## src/rtl/fetch_stage.sv

```systemverilog
`default_nettype none
// ============================================================================
// fetch_stage : instruction fetch with IF/ID register and one-entry skid buffer
// Revision    : 1.0
// ============================================================================
module fetch_stage #(
  parameter logic [31:0] RESET_PC = 32'h0000_0000
) (
  input  logic        clk,
  input  logic        rst_n,
  input  logic        stall,
  input  logic        branch_taken,
  input  logic [31:0] branch_target,
  output logic        imem_req,
  output logic [31:0] imem_addr,
  input  logic        imem_ready,
  input  logic [31:0] imem_rdata,
  output logic [31:0] inst_out,
  output logic [31:0] pc_plus4_out,
  output logic        valid_out
);

  typedef enum logic [1:0] {
    S_RST   = 2'd0,
    S_FETCH = 2'd1,
    S_HOLD  = 2'd2
  } state_t;

  localparam logic [31:0] c_word_mask = 32'hFFFF_FFFC;
  localparam logic [31:0] c_word_step = 32'd4;
  localparam logic [31:0] c_reset_pc  = RESET_PC & c_word_mask;

  state_t      r_state;
  logic [31:0] r_pc;
  logic        r_req;
  logic [31:0] r_inst;
  logic [31:0] r_pc_plus4;
  logic        r_valid;
  logic [31:0] r_skid_inst;
  logic [31:0] r_skid_pc_plus4;
  logic        r_skid_valid;

  logic        w_handshake;
  logic [31:0] w_pc_next;
  logic [31:0] w_target;

  // imem_rdata only matters when a request is actually outstanding
  assign w_handshake = r_req & imem_ready;
  assign w_pc_next   = r_pc + c_word_step;
  assign w_target    = branch_target & c_word_mask;

  always_ff @(posedge clk or negedge rst_n) begin
    if (!rst_n) begin
      r_state         <= S_RST;
      r_pc            <= c_reset_pc;
      r_req           <= 1'b0;
      r_inst          <= 32'd0;
      r_pc_plus4      <= 32'd0;
      r_valid         <= 1'b0;
      r_skid_inst     <= 32'd0;
      r_skid_pc_plus4 <= 32'd0;
      r_skid_valid    <= 1'b0;
    end else if (branch_taken) begin
      // Redirect outranks stall and any concurrent handshake
      r_state         <= S_FETCH;
      r_pc            <= w_target;
      r_req           <= 1'b1;
      r_inst          <= 32'd0;
      r_pc_plus4      <= 32'd0;
      r_valid         <= 1'b0;
      r_skid_valid    <= 1'b0;
    end else begin
      case (r_state)
        S_RST: begin
          r_state <= S_FETCH;
          r_req   <= 1'b1;
        end

        S_FETCH: begin
          if (w_handshake) begin
            r_pc <= w_pc_next;
            if (!stall) begin
              r_inst     <= imem_rdata;
              r_pc_plus4 <= w_pc_next;
              r_valid    <= 1'b1;
            end else begin
              r_skid_inst     <= imem_rdata;
              r_skid_pc_plus4 <= w_pc_next;
              r_skid_valid    <= 1'b1;
              r_state         <= S_HOLD;
              r_req           <= 1'b0;
            end
          end else if (!stall) begin
            r_inst     <= 32'd0;
            r_pc_plus4 <= 32'd0;
            r_valid    <= 1'b0;
          end
        end

        S_HOLD: begin
          if (!stall) begin
            r_inst       <= r_skid_inst;
            r_pc_plus4   <= r_skid_pc_plus4;
            r_valid      <= r_skid_valid;
            r_skid_valid <= 1'b0;
            r_state      <= S_FETCH;
            r_req        <= 1'b1;
          end
        end

        default: begin
          r_state <= S_RST;
          r_req   <= 1'b0;
        end
      endcase
    end
  end

  assign imem_req     = r_req;
  assign imem_addr    = r_pc;
  assign inst_out     = r_inst;
  assign pc_plus4_out = r_pc_plus4;
  assign valid_out    = r_valid;

endmodule
`default_nettype wire
```

## config.mk

```make
export PLATFORM = sky130hd
export DESIGN_NAME = fetch_stage
export DESIGN_NICKNAME = d
export VERILOG_FILES = /design/src/rtl/fetch_stage.sv
export SDC_FILE = /design/constraint.sdc
export NUM_CORES = 1
export LEC_CHECK = 0
export CELL_PAD_IN_SITES_DETAIL_PLACEMENT = 2
export CELL_PAD_IN_SITES_GLOBAL_PLACEMENT = 2
export CORE_MARGIN = 5
export CORE_UTILIZATION = 36
export DETAILED_ROUTE_END_ITERATION = 7
export DONT_BUFFER_PORTS = 1
export HOLD_SLACK_MARGIN = 0.15
export PLACE_DENSITY = 0.81
export SLEW_MARGIN = 20
export SYNTH_ARGS = -nofsm -noshare
export SYNTH_HDL_FRONTEND = slang
export SYNTH_SLANG_ARGS = --single-unit
```

## constraint.sdc

```tcl
create_clock -name clk -period 1.96 [get_ports clk]
set_clock_uncertainty 0.15 [all_clocks]
set_input_delay 0.294 -clock clk [delete_from_list [all_inputs] [get_ports clk]]
set_output_delay 0.294 -clock clk [all_outputs]
set_load 0.1 [all_outputs]
```

Word level (Yosys, flattened, before mapping)
Cells that the tools add are included.
{"block": "word_totals", "inputBits": 69, "reg_bits": 165, "output_inout_bits": 98, "wordCells": 60}
{"block": "op_classes", "eq_ne": 6, "n_reduce_logical": 9, "bitwise": 2, "n_mux": 33, "addsub": 1}
{"operator": "$mux W32", "count": 12}
{"operator": "$pmux W32 S2", "count": 2}
{"operator": "$add A32 B3 Y32 const B", "count": 1}
{"operator": "$ne A3 B3 Y1 const B", "count": 4}
{"operator": "$mux W1", "count": 11}
{"operator": "$mux W2", "count": 4}
{"operator": "$reduce_and A4 Y1", "count": 2}
{"operator": "$pmux W2 S3", "count": 1}
{"operator": "$reduce_and A3 Y1", "count": 2}
{"operator": "$pmux W1 S2", "count": 2}
{"operator": "$reduce_bool A2 Y1", "count": 2}
{"operator": "$pmux W1 S3", "count": 1}
{"operator": "$reduce_bool A3 Y1", "count": 1}
{"operator": "$eq A2 B1 Y1 const B", "count": 1}
{"operator": "$eq A2 B2 Y1 const B", "count": 1}
{"operator": "$logic_not A2 Y1", "count": 1}
{"operator": "$reduce_and A2 Y1", "count": 1}
{"operator": "$and A1 B1 Y1", "count": 1}
{"operator": "$not A1 Y1", "count": 1}

Logic depth before layout (Yosys ltp)
Gate-level depths: netlist of the first run.
{"block": "depth", "word_depth": 5, "depth_mapped": 8, "mapped_depth_nobuf": 6}

Worst setup path after synthesis of the first run
OpenSTA, ideal clock, no wires.
{"block": "synth_timing", "path_kind": "flip-flop to flip-flop", "start": "register r_pc[2], in the netlist imem_addr[2]", "end": "register r_pc_plus4[28], in the netlist pc_plus4_out[28]", "setup_ns": 0.130, "stages_incl_launch_ff": 8, "required_time_ns": 1.680, "path_slack_ns": -0.950, "period_less_slack_ns": 2.910, "t_arrival_ns": 2.630, "path_buffers": 1, "cell_sequence": "dfrtp_1 > ha_1 > nand3_4 > or4_4 > buf_6 > nor3_4 > xnor2_1 > o21ai_1"}
{"block": "synth_via", "elab_chain_len": 5}
{"item": "from (decl)", "line": "34", "text": "logic [31:0] r_pc;"}
{"item": "from (signal assigned)", "line": "55", "text": "r_pc <= c_reset_pc;"}
{"item": "from (signal assigned)", "line": "66", "text": "r_pc <= w_target;"}
{"item": "from (signal assigned)", "line": "81", "text": "r_pc <= w_pc_next;"}
{"item": "$add A32 B3 Y32", "line": "49", "text": "assign w_pc_next = r_pc + c_word_step;"}
{"item": "$mux W32", "line": "82", "text": "if (!stall) begin"}
{"item": "$mux W32", "line": "80", "text": "if (w_handshake) begin"}
{"item": "$pmux W32 S2", "line": "73", "text": "case (r_state)"}
{"item": "$mux W32", "line": "63", "text": "end else if (branch_taken) begin"}
{"item": "to (signal assigned)", "line": "84", "text": "r_pc_plus4 <= w_pc_next;"}
{"item": "to (signal assigned)", "line": "103", "text": "r_pc_plus4 <= r_skid_pc_plus4;"}
{"item": "to (decl)", "line": "37", "text": "logic [31:0] r_pc_plus4;"}
No other way between the ends. The select of a mux whose other input is x is not followed.
A chain may end at the register's enable or synchronous reset.

Worst setup path in the final report of the first run
{"block": "layout_timing", "start": "register r_state[1]", "end": "register r_pc[28], in the netlist imem_addr[28]"}
{"block": "layout_via", "elab_chain_len": 3}
{"item": "from (decl)", "line": "33", "text": "state_t r_state;"}
{"item": "from (signal assigned)", "line": "54", "text": "r_state <= S_RST;"}
{"item": "from (signal assigned)", "line": "65", "text": "r_state <= S_FETCH;"}
{"item": "from (signal assigned)", "line": "75", "text": "r_state <= S_FETCH;"}
{"item": "$eq A2 B1 Y1", "line": "73"}
{"item": "$reduce_bool A2 Y1 (no line)"}
{"item": "$reduce_and A2 Y1 (no line)"}
No other way between the ends.

==> results, run 1 <==
- The final route contains 6723 vias.
- The internal power of the cells totals 6460 uW.
- The part of the power in combinational logic is 25.4%.
- The share of synthesized area in the top cell type comes to 53.4%.
- The number of distinct library cells after synthesis is 48.
- The critical path arrival is approximately 2200 ps.
- Once layout is complete, the cells apart from fillers number 1150.
- The number of buffers between clock root and the deepest sink is 2.
- The count of nets left with antenna violations once routing finished came out at 0.
- The post-CTS clock slew at the launch and capture registers of the worst setup and hold paths is around 70 ps.
- The type of the setup path with the least slack is flip-flop to flip-flop.
- The number of antenna violations at the first check in global routing came to 0.
- The synthesis-to-finish area growth is 39.3%.
- The clock reaches the later pin of the worst-skew pair after between 400 and 500 ps.
- After the last flow step, the layout net total stands at between 900 and 1000.
- During synthesis, Yosys emitted a total of 0 warnings.
- The power density relative to cell area is 969 nW/um2.
- The pin count of the biggest net entering global routing is 160.
- The hold violation count in the final report is between 200 and 250.
- The floorplan has 52 rows.
- The clock sink total is approximately 160.
- The number of buffers added by the clock tree synthesis step is 17.
- Derived from the worst setup path, the maximum achievable clock frequency is 0.484 GHz.
- The number of global-route vias before repair is 7562.
- Per report_power, the sequential group accounts for 40.7% of the total.
- The clock tree from TritonCTS is yes.
- The kind of start point of the critical path is a flip-flop.
- Adding up every negative setup slack in the final design gives -1720 ps.
- The cell with the most instances after synthesis is sky130_fd_sc_hd__dfrtp_1.
- Of all flip-flops after synthesis, the portion carrying an async set or reset was 100%.
- The floorplan step set the die height to ~150 um.
- The congestion estimate from routability-driven global placement came to 0.837.
- The required arrival time at the worst endpoint is 2120 ps.
- The wire length reported by the detailed router is 32700 um.
- The synthesized cell area is approximately 7500 um2.
- Port buffering added 0 buffers.
- The residual overflow from global routing is 0.
- After clock tree synthesis, the flow added hold-fix buffers numbering 35.
- The worst path uses 106% of the clock period.
- The synthesized design contains around 160 register bits.
- The final worst hold slack is -593 ps.
- The finished cells cover 10400 um2.
- Of all nets on the critical path, the largest fanout is 6.
- Per report_power, the clock group accounts for 33.9% of the total.
- By area the synthesized netlist is led by sky130_fd_sc_hd__dfrtp_1 53%, sky130_fd_sc_hd__nand2_1 5.7%, sky130_fd_sc_hd__a22oi_1 5.1%.
- The number of antenna diodes in the final layout is 0.
- In this run the worst hold path is classified as input pin to asynchronous set/reset pin.
- The final-report max-slew violation count came to 0.
- The number of design-rule violations left by the first detailed-router iteration is 291.
- The number of instances in the placed design is 1057.
- Across the run, the number of max-cap violations was 0.
- The worst-case vdd ir drop is about 0.56 mV.
- The final reports fail on hold timing, setup timing.
- The average size of a mapped cell is 10.3 um2.
- Once the floorplan was initialized, standard cells occupied 36.7% of the core.
- Yosys mapped a number of flops with a built-in enable equal to 0.
- The net switching power is between 3000 and 4000 uW.
- By count the netlist is led by 159 x sky130_fd_sc_hd__dfrtp_1, 114 x sky130_fd_sc_hd__nand2_1, 51 x sky130_fd_sc_hd__a22oi_1.
- Global routing consumed, over all layers together, 24.6% of the routing resources.
- In the final layout, the share of cells above drive strength 1 is 38.0%.
- The top-level I/O count is 167.
- Of the total power, the share spent switching nets is about 36%.
- The cell sitting at the root of the clock tree is a sky130_fd_sc_hd__clkbuf_16.
- The first global-routing pass estimated about 46000 um of wire.
- The die is 154 um wide.
- After layout, the worst setup slack is -108 ps.
- Using the TritonRoute via totals, the vias-per-cell ratio works out to between 5 and 6.
- Counting the fill cells in the layout gives 1981.
- The gate count after technology mapping is 724.
- Summed over all cells, the static leakage comes to 0.00454 uW.
- After legalization and detailed placement, the total HPWL measured 17900 um.
- The fraction of the yosys area taken by sequential cells is 53.4%.
- The category of the worst setup path capture point is a flip-flop.
- Setup repair after global routing could not meet its margin everywhere.
- The routed wirelength normalized by instance count is 28.4 um.
- The region available for standard cell placement spans 20300 um2.
- The placement-stage cell area is 8740 um2.
- In the routed design, unresolved DRC markers number 0.
- The number of optimization iterations in the first detailed-route pass is 5.
- Setup violations remaining at the end of the flow were counted as 35.
- The H-tree depth reported by CTS is 4.
- The most instantiated flip-flop cell in the synthesis netlist is sky130_fd_sc_hd__dfrtp_1.
- The die covers around 24000 um2.
- The biggest area contributor in the post-synthesis netlist is sky130_fd_sc_hd__dfrtp_1.
- The final critical delay including setup and external delays is 2070 ps.
- The run finished, with violations left.
[registers in the layout, indices dropped and copies added, names as in the netlist]
signal           count
r_skid_inst         32
imem_addr           30
r_skid_pc_plus4     30
inst_out            32
r_skid_valid         1
valid_out            1
r_state              2
pc_plus4_out        31
[area by class of cell]
| cell class | count | area, um2 | share of cell area [%] |
|---|---|---|---|
| sequential | 159 | 4050 | 39.0 |
| multi-input combinational | 501 | 3750 | 36.1 |
| timing repair buffer | 187 | 1650 | 15.9 |
| clock buffer | 23 | 478 | 4.60 |
| tap | 270 | 338 | 3.25 |
| clock inverter | 9 | 109 | 1.05 |
| inverter | 1 | 3.75 | 0.0361 |
[cell usage in the layout (no fill, tap or decap), types with 9 or more instances in the layout]
| cell type | n |
|---|---|
| sky130_fd_sc_hd__clkbuf_16 | 18 |
| sky130_fd_sc_hd__xor2_1 | 13 |
| sky130_fd_sc_hd__xnor2_2 | 11 |
| sky130_fd_sc_hd__o21ai_0 | 34 |
| sky130_fd_sc_hd__dlygate4sd3_1 | 35 |
| sky130_fd_sc_hd__mux2_2 | 34 |
| sky130_fd_sc_hd__dfrtp_4 | 15 |
| sky130_fd_sc_hd__nand3_1 | 10 |
| sky130_fd_sc_hd__nor2_1 | 15 |
| sky130_fd_sc_hd__nand2_1 | 108 |
| sky130_fd_sc_hd__buf_12 | 9 |
| sky130_fd_sc_hd__dfrtp_2 | 15 |
| sky130_fd_sc_hd__o21ai_1 | 40 |
| sky130_fd_sc_hd__dfrtp_1 | 129 |
| sky130_fd_sc_hd__nand4_1 | 9 |
| sky130_fd_sc_hd__o31ai_1 | 29 |
| sky130_fd_sc_hd__xnor2_1 | 26 |
| sky130_fd_sc_hd__a22oi_1 | 46 |
| sky130_fd_sc_hd__nor3_4 | 9 |
| sky130_fd_sc_hd__buf_4 | 136 |
[path summary, 6_finish.rpt]
path	from	to	slack, ps	depth (start not counted)
max in group asynchronous	rst_n	imem_addr[26]$_DFFE_PN0P_	2040	0
worst max register to register	r_state[1]$_DFFE_PN0P_	imem_addr[28]$_DFFE_PN0P_	-110	6
worst min-delay path	rst_n	inst_out[19]$_DFFE_PN0P_	-590	0
worst min register to register	pc_plus4_out[4]$_DFFE_PN0P_	pc_plus4_out[4]$_DFFE_PN0P_	350	2
worst max-delay path	r_state[1]$_DFFE_PN0P_	imem_addr[28]$_DFFE_PN0P_	-110	6
min in group clk	branch_taken	imem_addr[9]$_DFFE_PN0P_	-190	1
[metrics by stage]
stage	total power (uW)	utilization (%)	setup WS, ps	hold slack, ps
floorplan	5750	-	-294	-152
global placement	6140	43.1	-2.69	-147
detailed placement	6310	43.1	-113	-147
CTS	9820	48.7	-48.5	-602
global route	10400	51.2	-162	-615
finish	10100	51.2	-108	-593
[metal layers]
metal / part of all wire [%] / GRT usage (%)
met1: 39 / 28.8
met2: 53 / 44.6
met3: 5.4 / 6.18
met4: 3.1 / 7.32
met5: 0 / 0
[critical path: stages (launching register included)]
cell and delay, ps:
sky130_fd_sc_hd__dfrtp_1 410, sky130_fd_sc_hd__nand3b_4 220, sky130_fd_sc_hd__or4_4 560, sky130_fd_sc_hd__buf_8 170
sky130_fd_sc_hd__nor4_4 170, sky130_fd_sc_hd__xnor2_1 160, sky130_fd_sc_hd__o21ai_1 90
[logic make-up after synthesis]
kind of cell / count (synthesis) / synth area share, %
AOI/OAI and AO/OA: 187 / 16.0
xor gates and xnor gates: 57 / 6.70
adders and majority gates: 1 / 0.168
buffers and inverters: 65 / 3.74
DFF: 159 / 53.4
muxes: 35 / 5.27
other: 1 / 0.0503
and+or+nand+nor: 219 / 14.7
[power groups by stage]
stage	logic (uW)	clock network (uW)	registers, uW
after floorplan	756	0	5000
after global placement	2120	0	4020
after detailed placement	2210	0	4090
after CTS	2370	3420	4040
after global routing	2650	3610	4120
final	2560	3410	4090
[timing repair]
action,CTS,global route
resized for setup,28,82
hold endpoints to repair,270,235
pin swaps,6,15
gates cloned,0,1
buffers inserted,10,15
endpoints found under the setup margin,38,102
Power figures use the tool's default switching activity.
==> inputs of run 2 (changes only) <==
--- a/config.mk
+++ b/config.mk
@@ -12,4 +12,5 @@
 export DETAILED_ROUTE_END_ITERATION = 7
 export DONT_BUFFER_PORTS = 1
+export GPL_TIMING_DRIVEN = 0
 export HOLD_SLACK_MARGIN = 0.15
 export PLACE_DENSITY = 0.81
--- a/constraint.sdc
+++ b/constraint.sdc
@@ -3,3 +3,3 @@
 set_input_delay 0.294 -clock clk [delete_from_list [all_inputs] [get_ports clk]]
 set_output_delay 0.294 -clock clk [all_outputs]
-set_load 0.1 [all_outputs]
+set_load 0.05 [all_outputs]
==> run 2 against run 1 <==
  * The run still ends with hold timing, setup timing left
  * Non-clock buffer count up 35
  * Worst hold slack worse by 23 ps
  * Total power up 5.5%
  * First-iteration DRC count up 63%
  * Sequential share of layout area shrank 6.9 points
  * Setup slack got worse by 480 ps
  * Sequential power up 18%
  * Via count rose by 10%
  * Global-route usage grew 6.1 points
  * Routed wire length is 40% higher
  * Critical path type unchanged
  * Critical endpoint is now pc_plus4_out[28]$_DFFE_PN0P_
  * Largest cell class is now multi-input gates
==> results, run 2 (same netlist as run 1, synthesis figures left out) <==
- The final-report max-slew violation count was 0 (unchanged).
- The number of buffers added by the clock tree synthesis step is 17 (unchanged).
- The wire length reported by the detailed router was 45800 um (+40%).
- The flow ran to the end, but the final reports show violations.
- The net switching power is 3980 uW (+10%).
- The startpoint of the worst setup timing path is imem_addr[12]$_DFFE_PN0P_.
- The worst reg-to-reg setup slack is -580 ps (-480 ps).
- The final worst hold slack came to -616 ps (-22.7 ps).
- The synthesis-to-finish area growth is 68.8%.
- The placer's final routability congestion estimate is 0.808 (-3.5%).
- The count of fill cells added during filler insertion is 1804 (-8.9%).
- In the layout the commonest cells are 131 x sky130_fd_sc_hd__dfrtp_1, 63 x sky130_fd_sc_hd__dlygate4sd3_1, 51 x sky130_fd_sc_hd__nand2_1, 49 x sky130_fd_sc_hd__nand2_4, 45 x sky130_fd_sc_hd__o21ai_1.
- For this design, the slowest cell found on the critical path is sky130_fd_sc_hd__or4_4.
- The number of antenna violations at the first check in global routing is 0 (unchanged).
- The share of post-route cells with drive strength above 1 is 53.6% (+16 points).
- The final design instance area without fill is 12600 um2 (+21%).
- The cell-internal power is 6630 uW (+2.7%).
- The estimated wirelength of the detail-placed design is 18100 um (+1.2%).
- The area of the core is 20300 um2 (unchanged).
- The total die area came to 23700 um2 (unchanged).
- The power density relative to cell area is 844 nW/um2 (-13%).
- The placement row count is 52 (unchanged).
- The required arrival time at the worst endpoint came to 2110 ps (about the same).
- The global router's overall resource usage was 30.7% (+6.1 points).
- The maximum cell stage delay along the critical path is 720 ps (+160 ps).
- The sequential share of power is 45.4% (+4.7 points).
- The number of design-rule violations left by the first detailed-router iteration is 475 (+63%).
- The multi-input combinational cell area was 5090 um2 (+36%).
- The pre-CTS setup slack is -562 ps (-450 ps).
- The maximum frequency from static timing analysis came to 0.393 GHz (-19%).
- The routed wirelength normalized by instance count came to 38.7 um (+36%).
- The via count is 7427 (+10%).
- The number of global-route vias before repair is 8165 (+8.0%).
- The relative contribution of the clock network to total power is 34.0% (about the same).
- The final antenna-violating net count was 0 (unchanged).
- The sequential cell area in the final layout came to 4050 um2 (-0.19%).
- The signal on the critical path passes through nand4_1, or4_4, nor3_4, xnor2_2, o21ai_1.
- The floorplan die width is 154 um (unchanged).
- The first-pass GRT wire length came to 54600 um (+20%).
- The final standard cell count with taps included and fillers excluded is 1186 (+3.1%).
- The leading cell type in the layout, fill and taps excluded is sky130_fd_sc_hd__dfrtp_1.
- The part of the power in combinational logic is 20.6% (-4.8 points).
- The tightest min-delay check is of the input pin to asynchronous set/reset pin type.
- The number of buffers between clock root and the deepest sink is 2 (unchanged).
- The max capacitance violation total is 0 (unchanged).
- The post-route clock period utilization was 130% (+24 points).
- The top-level I/O count came to 167 (unchanged).
- The clock sink total is 159 (unchanged).
- The library cell used as clock root buffer is sky130_fd_sc_hd__clkbuf_16.
- The post-CTS clock slew at the launch and capture registers of the worst setup and hold paths is 80 ps (about the same).
- The starting utilization of the core area is 36.7% (unchanged).
- The depth of the worst register-to-register path is 5 (-1).
- The hold violation count in the final report is 159 (-32%).
- The detailed-route vias per instance is 6.26 (+7.1%).
- The placement-stage cell area is 8060 um2 (-7.8%).
- The H-tree depth reported by CTS is 4 (unchanged).
- The clock tree from TritonCTS is yes.
- The relative slew slack is 13.7%.
- The worst setup path is launched from a flip-flop.
- The type of the setup path with the least slack is flip-flop to flip-flop.
- The count of nets after finishing was 973 (+3.8%).
- The remaining design rule violation count is 0 (unchanged).
- The worst register-to-register path ends at pc_plus4_out[28]$_DFFE_PN0P_.
- The number of optimization iterations in the first detailed-route pass came to 4 (-1).
- The critical path arrival is 2690 ps (+470 ps).
- Setup repair after global routing could not meet its margin everywhere.
- The final setup slack of the worst path came to -583 ps (-475 ps).
- The total inserted antenna cells came to 0 (unchanged).
- The final critical delay including setup and external delays is 2540 ps (+475 ps).
- The standby leakage power is 0.00555 uW (+22%).
- The number of buffers inserted for hold repair after clock tree synthesis is 63 (+80%).
- The number of instances in the placed design is 995 (-5.9%).
- The worst-case vdd ir drop came to 0.665 mV (+20%).
- The port buffer count was 0 (unchanged).
- The total setup violations reported at the end of the flow is 155 (+340%).
- The worst-path maximum fanout is 6 (unchanged).
- The category of the worst setup path capture point is a flip-flop.
- The overall die height was 154 um (unchanged).
- The residual overflow from global routing was 0 (unchanged).
- The checks that failed: hold timing, setup timing.
- At the pin with the least slew margin, the transition time is between 1000 and 1500 ps.
- The end-of-flow core utilization came to 62.0% (+11 points).
- The switching share of power came to 37.5% (+1.7 points).
- The pin count of the biggest net entering global routing is 160 (unchanged).
- The source of the worst register-to-register timing path is imem_addr[12]$_DFFE_PN0P_.
- The worst-skew pair later-pin latency came to 450 ps (+20 ps).
-- run 2: routing by layer --
metal	vias up	GRT usage [%]	wire [um]
li1	2948	-	-
met1	3900	33.5	16100
met2	425	56.5	24400
met3	154	7.03	2730
met4	0	14.3	2610
met5	-	0	0
-- run 2: worst max-delay path by stage --
stage                                    to  cells past startpoint
6_report       pc_plus4_out[28]$_DFFE_PN0P_                      5
5_1_grt        pc_plus4_out[28]$_DFFE_PN0P_                      5
3_3_place_gp   pc_plus4_out[28]$_DFFE_PN0P_                      7
2_1_floorplan  pc_plus4_out[28]$_DFFE_PN0P_                      7
3_5_place_dp   pc_plus4_out[28]$_DFFE_PN0P_                      7
4_1_cts        pc_plus4_out[26]$_DFFE_PN0P_                      6
-- run 2: through the flow --
step	hold slack, ps	power (uW)	TNS [ps]
6_report	-616	10600	-47210
3_3_place_gp	-146	5460	-50350
3_5_place_dp	-147	5590	-60050
2_1_floorplan	-152	5210	-3700
5_1_grt	-630	10900	-51570
4_1_cts	-616	9590	-25130
-- run 2: critical path, delay by kind of cell (launching register included) --
family	cells	cell delay (ps)
simple gates	3	1230
flops	1	630
xor+xnor	1	200
compound gates	1	160
-- run 2: area by class of cell --
| class | instances | share of cell area, % |
|---|---|---|
| buffer | 57 | 5.34 |
| clock buffer | 17 | 3.38 |
| clock inverter | 15 | 1.28 |
| inverter | 1 | 0.0298 |
| multi-input combinational | 502 | 40.5 |
| sequential | 159 | 32.2 |
| tap | 270 | 2.69 |
| timing repair buffer | 165 | 14.6 |
-- run 2: repair_timing --
action / 4_1_cts / 5_1_grt
pin swaps: 70 / 77
cloned: 15 / 1
resized for setup: 318 / 292
setup buffers: 58 / 40
endpoints found under the hold margin: 265 / 160
endpoints found under the setup margin: 153 / 157
-- run 2: power groups by stage --
| stage | logic, uW | registers (uW) | clock network, uW |
|---|---|---|---|
| final | 2190 | 4820 | 3600 |
| after global routing | 2260 | 4830 | 3770 |
| after CTS | 1570 | 4600 | 3420 |
| after detailed placement | 974 | 4610 | 0 |
| after global placement | 899 | 4560 | 0 |
| after floorplan | 732 | 4470 | 0 |
